## config.mk

```make
export PLATFORM = sky130hd
export DESIGN_NAME = dcache_mem_bridge
export DESIGN_NICKNAME = d
export VERILOG_FILES = /design/src/rtl/dcache_mem_bridge.sv
export SDC_FILE = /design/constraint.sdc
export NUM_CORES = 1
export LEC_CHECK = 0
export CELL_PAD_IN_SITES_DETAIL_PLACEMENT = 0
export CELL_PAD_IN_SITES_GLOBAL_PLACEMENT = 2
export CORE_ASPECT_RATIO = 1.25
export CORE_MARGIN = 8
export CORE_UTILIZATION = 30
export DETAILED_ROUTE_END_ITERATION = 16
export PLACE_DENSITY_LB_ADDON = 0.1
export RECOVER_POWER = 50
export SYNTH_ARGS = -nofsm -noshare
export SYNTH_HDL_FRONTEND = slang
export SYNTH_SLANG_ARGS = --single-unit
```

## constraint.sdc

```tcl
create_clock -name clk -period 2.4 [get_ports clk]
set_input_delay 0.36 -clock clk [delete_from_list [all_inputs] [get_ports clk]]
set_output_delay 0.36 -clock clk [all_outputs]
set_load 0.02 [all_outputs]
```

## src/rtl/dcache_mem_bridge.sv

```systemverilog
// rtl/dcache_mem_bridge.sv - dcache line requests to single-word synchronous SRAM accesses
//
// Purpose: takes a line refill/writeback request from dcache_top and sequences NUM
// 32-bit SRAM accesses, stalling on mem_ready. Refill words come back as valid/data
// beats. Completion is signalled with a one-cycle rd_done or wr_done pulse.
// Optional feature: define DCACHE_CWF_EN for critical-word-first refills.
//
// Ports:
//   clk, reset_n               clock, asynchronous active-low reset
//   req, wr, daddr, dirty_data line request from the cache (held until done)
//   valid, data                refill beats, one word per beat
//   rd_done, wr_done           completion pulses
//   mem_cs, mem_we, mem_addr,
//   mem_wdata                  SRAM access request (registered)
//   mem_ready, mem_rdata       SRAM accept and read data (data arrives 1 cycle after accept)
module dcache_mem_bridge #(
  parameter int AW  = 20,
  parameter int NUM = 4
) (
  input  logic              clk,
  input  logic              reset_n,
  input  logic              req,
  input  logic              wr,
  input  logic [AW-1:0]     daddr,
  input  logic [NUM*32-1:0] dirty_data,
  output logic              valid,
  output logic [31:0]       data,
  output logic              rd_done,
  output logic              wr_done,
  output logic              mem_cs,
  output logic              mem_we,
  output logic [AW-1:0]     mem_addr,
  output logic [31:0]       mem_wdata,
  input  logic              mem_ready,
  input  logic [31:0]       mem_rdata
);

  localparam int LW = $clog2(NUM);
  localparam int OW = LW + 2;  // byte-offset bits within one line

  localparam logic [2:0] S_IDLE  = 3'd0;
  localparam logic [2:0] S_WRITE = 3'd1;
  localparam logic [2:0] S_READ  = 3'd2;
  localparam logic [2:0] S_DRAIN = 3'd3;
  localparam logic [2:0] S_DONE  = 3'd4;

  logic [2:0]        state;
  logic [AW-OW-1:0]  line_tag;
  logic [NUM*32-1:0] line_buf;
  logic [LW-1:0]     start_word;
  logic [LW-1:0]     issue_cnt;
  logic [LW-1:0]     ret_cnt;
  logic              rd_pend;   // a read was accepted last cycle; mem_rdata is valid now

  logic [LW-1:0]     req_start;
  logic [LW-1:0]     next_cnt;
  logic [LW-1:0]     next_word;
  logic              last_issue;
  logic              last_ret;

`ifdef DCACHE_CWF_EN
  // Refills begin at the missed word; writebacks always begin at word 0.
  assign req_start = wr ? '0 : daddr[OW-1:2];
`else
  assign req_start = '0;
`endif

  // The low address bits only matter for critical-word-first.
  logic unused_daddr_lsb;
  assign unused_daddr_lsb = &{1'b0, daddr[OW-1:0]};

  // The word counters are LW bits wide, so start + count wraps within the line.
  assign next_cnt   = issue_cnt + 1'b1;
  assign next_word  = start_word + next_cnt;
  assign last_issue = (issue_cnt == LW'(NUM - 1));
  assign last_ret   = (ret_cnt == LW'(NUM - 1));

  always_ff @(posedge clk or negedge reset_n) begin
    if (!reset_n) begin
      state      <= S_IDLE;
      line_tag   <= '0;
      line_buf   <= '0;
      start_word <= '0;
      issue_cnt  <= '0;
      ret_cnt    <= '0;
      rd_pend    <= 1'b0;
      valid      <= 1'b0;
      data       <= '0;
      rd_done    <= 1'b0;
      wr_done    <= 1'b0;
      mem_cs     <= 1'b0;
      mem_we     <= 1'b0;
      mem_addr   <= '0;
      mem_wdata  <= '0;
    end else begin
      rd_done <= 1'b0;
      wr_done <= 1'b0;
      rd_pend <= 1'b0;

      // The return path never stalls: each accepted read lands on data two
      // cycles after its accept, regardless of what the issue side is doing.
      valid <= rd_pend;
      if (rd_pend) begin
        data    <= mem_rdata;
        ret_cnt <= ret_cnt + 1'b1;
      end

      case (state)
        S_IDLE: begin
          if (req) begin
            line_tag   <= daddr[AW-1:OW];
            line_buf   <= dirty_data;
            start_word <= req_start;
            issue_cnt  <= '0;
            ret_cnt    <= '0;
            mem_cs     <= 1'b1;
            mem_we     <= wr;
            mem_addr   <= {daddr[AW-1:OW], req_start, 2'b00};
            if (wr) begin
              mem_wdata <= dirty_data[31:0];
            end
            state <= wr ? S_WRITE : S_READ;
          end
        end

        S_WRITE, S_READ: begin
          // mem_cs is high throughout these states, so mem_ready alone means accept.
          if (mem_ready) begin
            issue_cnt <= next_cnt;
            if (state == S_READ) begin
              rd_pend <= 1'b1;
            end
            if (last_issue) begin
              mem_cs <= 1'b0;
              mem_we <= 1'b0;
              if (state == S_WRITE) begin
                wr_done <= 1'b1;
                state   <= S_DONE;
              end else begin
                state <= S_DRAIN;
              end
            end else begin
              mem_addr <= {line_tag, next_word, 2'b00};
              if (state == S_WRITE) begin
                mem_wdata <= line_buf[32*int'(next_word) +: 32];
              end
            end
          end
        end

        S_DRAIN: begin
          // Only the final read is still outstanding here.
          if (rd_pend && last_ret) begin
            rd_done <= 1'b1;
            state   <= S_DONE;
          end
        end

        // A req still held high from the finished transfer is not looked at here.
        // The bridge only accepts again once it is back in IDLE.
        S_DONE:  state <= S_IDLE;
        default: state <= S_IDLE;
      endcase
    end
  end

endmodule

```

; ---- After elaboration in Yosys (flattened, before gate mapping)
; Cells that the tools add are included.
[classes]
n_mux = 38
n_shift = 1
reduce_logical = 10
n_addsub = 2
eq_ne = 12
[ops]
columns = op, count
row1 = $mux W32, 5
row2 = $shiftx A128 B8 Y32, 1
row3 = $pmux W32 S2, 1
row4 = $mux W20, 3
row5 = $pmux W20 S2, 1
row6 = $mux W3, 5
row7 = $ne A2 B2 Y1 const B, 7
row8 = $mux W1, 13
row9 = $mux W2, 6
row10 = $reduce_and A4 Y1, 3
row11 = $pmux W3 S3, 1
row12 = $eq A3 B2 Y1 const B, 2
row13 = $reduce_and A6 Y1, 1
row14 = $add A2 B1 Y2 const B, 2
row15 = $eq A2 B2 Y1 const B, 2
row16 = $pmux W1 S2, 2
row17 = $pmux W2 S2, 1
row18 = $eq A3 B1 Y1 const B, 1
row19 = $logic_not A3 Y1, 1
row20 = $reduce_and A3 Y1, 1
row21 = $reduce_and A2 Y1, 1
row22 = $reduce_bool A2 Y1, 1
row23 = $reduce_or A2 Y1, 1
row24 = $logic_and A1 B1 Y1, 1
[word_totals]
output_inout_bits = 89
reg_bits = 241
inputBits = 185
word_cells = 77

; ---- Depth between registers and ports, before layout
[depth]
depth_word = 6
ltp_mapped = 7
depth_no_buf = 5

; ---- Worst setup path after synthesis
; OpenSTA, ideal clock, no wires.
[synth_timing]
kind = register to register
startpoint = register issue_cnt[0]
endpoint = register mem_wdata[10]
setup_ns = 0.130
stages_incl_launch_ff = 7
period_less_slack_ns = 1.734
arrival_ns = 1.604
n_path_buf = 2
setup_slack_ns = 0.666
required_ns = 2.270
path_cell_list = dfrtp_1 -> ha_1 -> clkbuf_2 -> clkbuf_1 -> mux4_2 -> nand2_1 -> a31oi_1
[synth_between]
elab_chain_cells = 6
elab_cells_between_ends = 9
cone_classes = add/sub (1) / eq/ne (2) / shift (1) / mux (4) / reduce/logical (1)
[synth_rtl]
columns = item, line
row1 = from (decl), 51  ; logic [LW-1:0] issue_cnt;
row2 = from (signal assigned), 129  ; issue_cnt <= next_cnt;
row3 = $add A2 B1 Y2, 73  ; assign next_cnt = issue_cnt + 1'b1;
row4 = $shiftx A128 B8 Y32, 145  ; mem_wdata <= line_buf[32*int'(next_word) +: 32];
row5 = $mux W32, 144  ; if (state == S_WRITE) begin
row6 = $mux W32, 133  ; if (last_issue) begin
row7 = $mux W32, 128  ; if (mem_ready) begin
row8 = $pmux W32 S2, 108  ; case (state)
row9 = to (signal assigned), 120  ; mem_wdata <= dirty_data[31:0];
row10 = to (signal assigned), 145
row11 = to (decl), 33  ; output logic [31:0] mem_wdata,
; Several ways; a longest one is shown, not always the timed one. The select of a mux whose other input is x is not followed.
; A chain may end at the register's enable or synchronous reset.

; ---- Worst setup path after layout
[layout_timing]
startpoint = register mem_wdata[14]
endpoint = output port mem_wdata[14]
; No word-level cell between the ends.

==> summary.txt <==
Synthesis
  – Top_reg_cell synth: dfrtp_1
  – Post-synth top area share: between 50% and 60%
  – Syn Area/Cell: 13.6 sq um
  – Mapped cell area: ~10000 sq um
  – Top-count cell post-synth: dfrtp_1
  – Seq cells post-synth: between 200 and 250
  – Commonest cells in the netlist: 239 x dfrtp_1, 177 x mux2_2, 100 x nand2_1
  – Post-synthesis cell type count: 36
  – Largest area contributor in the netlist: dfrtp_1
  – Top post-synthesis cells by area: dfrtp_1 58%, mux2_2 19%, mux4_2 7.0%
  – Cells after Synth: approximately 750
  – Yosys warning count: 0
  – FFs w/ async S/R, synth: 100%
  – EDFF count, synth: 0
  – Seq/Total Area, Yosys: around 58%

Run
  – MaxCap Viol Count: 0

Route
  – Wire per inst: between 15 and 20 um
  – Drt pass-1 iters: 4
  – Vias: between 6000 and 7000
  – ANT nets after route: 0
  – DRC viols: 0
  – Final wirelength: 29.0 mm
  – DR vias/cell: between 4 and 5
  – Initial DRC count: approximately 290

STA
  – Unrepaired setup endpoints after global routing: no
  – Worst slew pin tran: ~1500 ps
  – Fmax: between 500 and 600 MHz
  – Setup Skew: around 8.7 ps
  – Setup Total Neg Slack: 0 ps
  – # setup viols final: 0
  – Fin crit period: 1920 ps
  – Fin. Hold Viols: 0
  – Period utilisation layout: 80.2%
  – Slew HR: under 10%
  – Final slew viol count: 0

Clock network
  – Setup bufs post-CTS: 0
  – CTS clk-pin slew, worst paths: about 60 ps
  – Hold-fix buffers at CTS: 1
  – # clock sinks: between 200 and 250
  – Max clock buf depth: 3
  – Htree depth: 1
  – Clock latency on the worst-skew pair: approximately 550 ps
  – CTS tree: yes
  – Number of buffers created by CTS: 28
  – Post-cts sizing count: 0
  – CTS root buf: clkbuf_16

Placement
  – Final Wtd Congestion: between 0.6 and 0.7
  – Placed instance area: ~14000 sq um
  – Post-DP HPWL: 20.2 mm
  – Port Buf Inserts: 267

Setup path
  – Slowest stage cell, crit path: clkdlybuf4s50_1
  – Critical Path Fanout Max: 2
  – Worst flop-to-flop path startpoint: state[2]
  – CP endpoint: mem_wdata[14]
  – Reg2reg end: mem_wdata[7]
  – Crit-path cells: clkdlybuf4s50_1
  – Crit Path Category: reg -> out
  – Startpoint Class: flip-flop
  – Top delay family on crit path: buffers and inverters
  – CP endpoint kind: output port
  – Crit path depth: 1
  – Critical Path RT: 2040 ps
  – Worst path bufs/invs: 1
  – CP peak stage delay: around 670 ps
  – Reg2reg setup slack: between 400 and 500 ps
  – Cell count of the worst reg-to-reg path: 5
  – Critical path data arrival time: 1560 ps
  – Worst setup path startpoint: mem_wdata[14]

Global routing
  – Vias in the first global route: between 7000 and 8000
  – Gr ovfl total: 0
  – Initial antenna violation count: 3
  – GR Util All Layers: 14.4%
  – Largest net degree at the start of global routing: 66
  – Global-route wire length before repair: between 40 and 50 mm

Floorplanning
  – Row count: 75
  – Die height: 223 um
  – Die Wd: approximately 180 um
  – IO Pins: approximately 270
  – Initial Util: 30.5%
  – Core area: around 34000 sq um
  – Die ar.: approximately 40000 sq um

Power and ir drop
  – Peak VDD IR: 546 uV
  – Leakage: ~6 nW
  – Pwr per Cell Area: between 1000 and 1500 nW/um^2
  – Total power: roughly 21 mW

Finish
  – Final instance area: roughly 14000 sq um
  – Share of cells above drive strength 1: ~28%
  – Synth-to-layout area growth: 41.0%
  – Net count, final: ~1200

Hold path
  – HP Class: in -> reg

Status
  – Status: completed
-- power breakdown --
part	switching, mW	internal, mW
Clock	1.70	2.47
Combinational	4.45	5.01
Sequential	0.998	6.09
-- state kept, by name (all words and copies together) (netlist names), 2 cells and up --
signal and flops:
data 32, issue_cnt 2, line_buf 128, line_tag 16, mem_addr 18, mem_wdata 32
ret_cnt 2, state 3
-- how the worst min path moves through the flow --
| stage | startpoint | end | slack, ps | depth (start not counted) |
|---|---|---|---|---|
| floorplan | reset_n | data[0] | 60 | 0 |
| global route | dirty_data[1] | mem_wdata[1] | 380 | 3 |
| CTS | reset_n | mem_wdata[29] | 340 | 2 |
| finish | dirty_data[24] | mem_wdata[24] | 400 | 3 |
| detailed placement | reset_n | mem_addr[7] | 320 | 1 |
| global placement | reset_n | mem_addr[7] | 320 | 1 |
-- routing by layer --
layer	vias to the layer above	track usage (%)	share of wire, %
met3	37	4.49	6.9
met5	-	0	0.079
met1	3431	16.3	40
met2	166	25.8	51
li1	3219	-	-
met4	4	3.74	1.6
-- layout by cell type, fill, tap and decap left out, types with 4 or more instances in the layout --
cell type        count
a31oi_1             49
buf_12              15
buf_4               12
clkbuf_1            11
clkbuf_16           29
clkbuf_2             4
clkbuf_8             5
clkdlybuf4s50_1    266
clkinv_2             5
dfrtp_1            238
inv_1                5
mux2_2             177
mux4_2              32
nand2_1            100
nand3_1              4
nor2_1              54
-- layout make-up --
type | instances | area, sq um
Fill cell | 3158 | 19200
Sequential cell | 239 | 5980
Multi-Input combinational cell | 454 | 3940
Timing Repair Buffer | 301 | 3090
Clock buffer | 42 | 825
Tap cell | 423 | 529
Clock inverter | 8 | 71.3
Inverter | 5 | 18.8
Antenna cell | 1 | 2.50
-- cell families (layout without fill, tap and decap cells) --
logic type | after synthesis | after routing | share of synthesized area, %
compound gates | 62 | 62 | 4.01
xor+xnor | 2 | 2 | 0.171
fa+ha+maj | 2 | 2 | 0.244
buf+inv | 61 | 356 | 3.44
flops | 239 | 239 | 58.3
mux | 211 | 211 | 26.6
other cells | 1 | 3 | 0.0365
simple gates | 175 | 175 | 7.18
-- metrics by stage --
step	setup WS, ps	util (%)	hold slack [ps]	cells
after CTS	412	43.0	337	1472
after floorplan	666	-	64.4	754
final	476	42.9	403	1473
after detailed placement	88.2	40.3	321	1421
after global routing	282	42.9	377	1473
after global placement	106	40.3	322	1421
(Power assumes the default switching activity.)
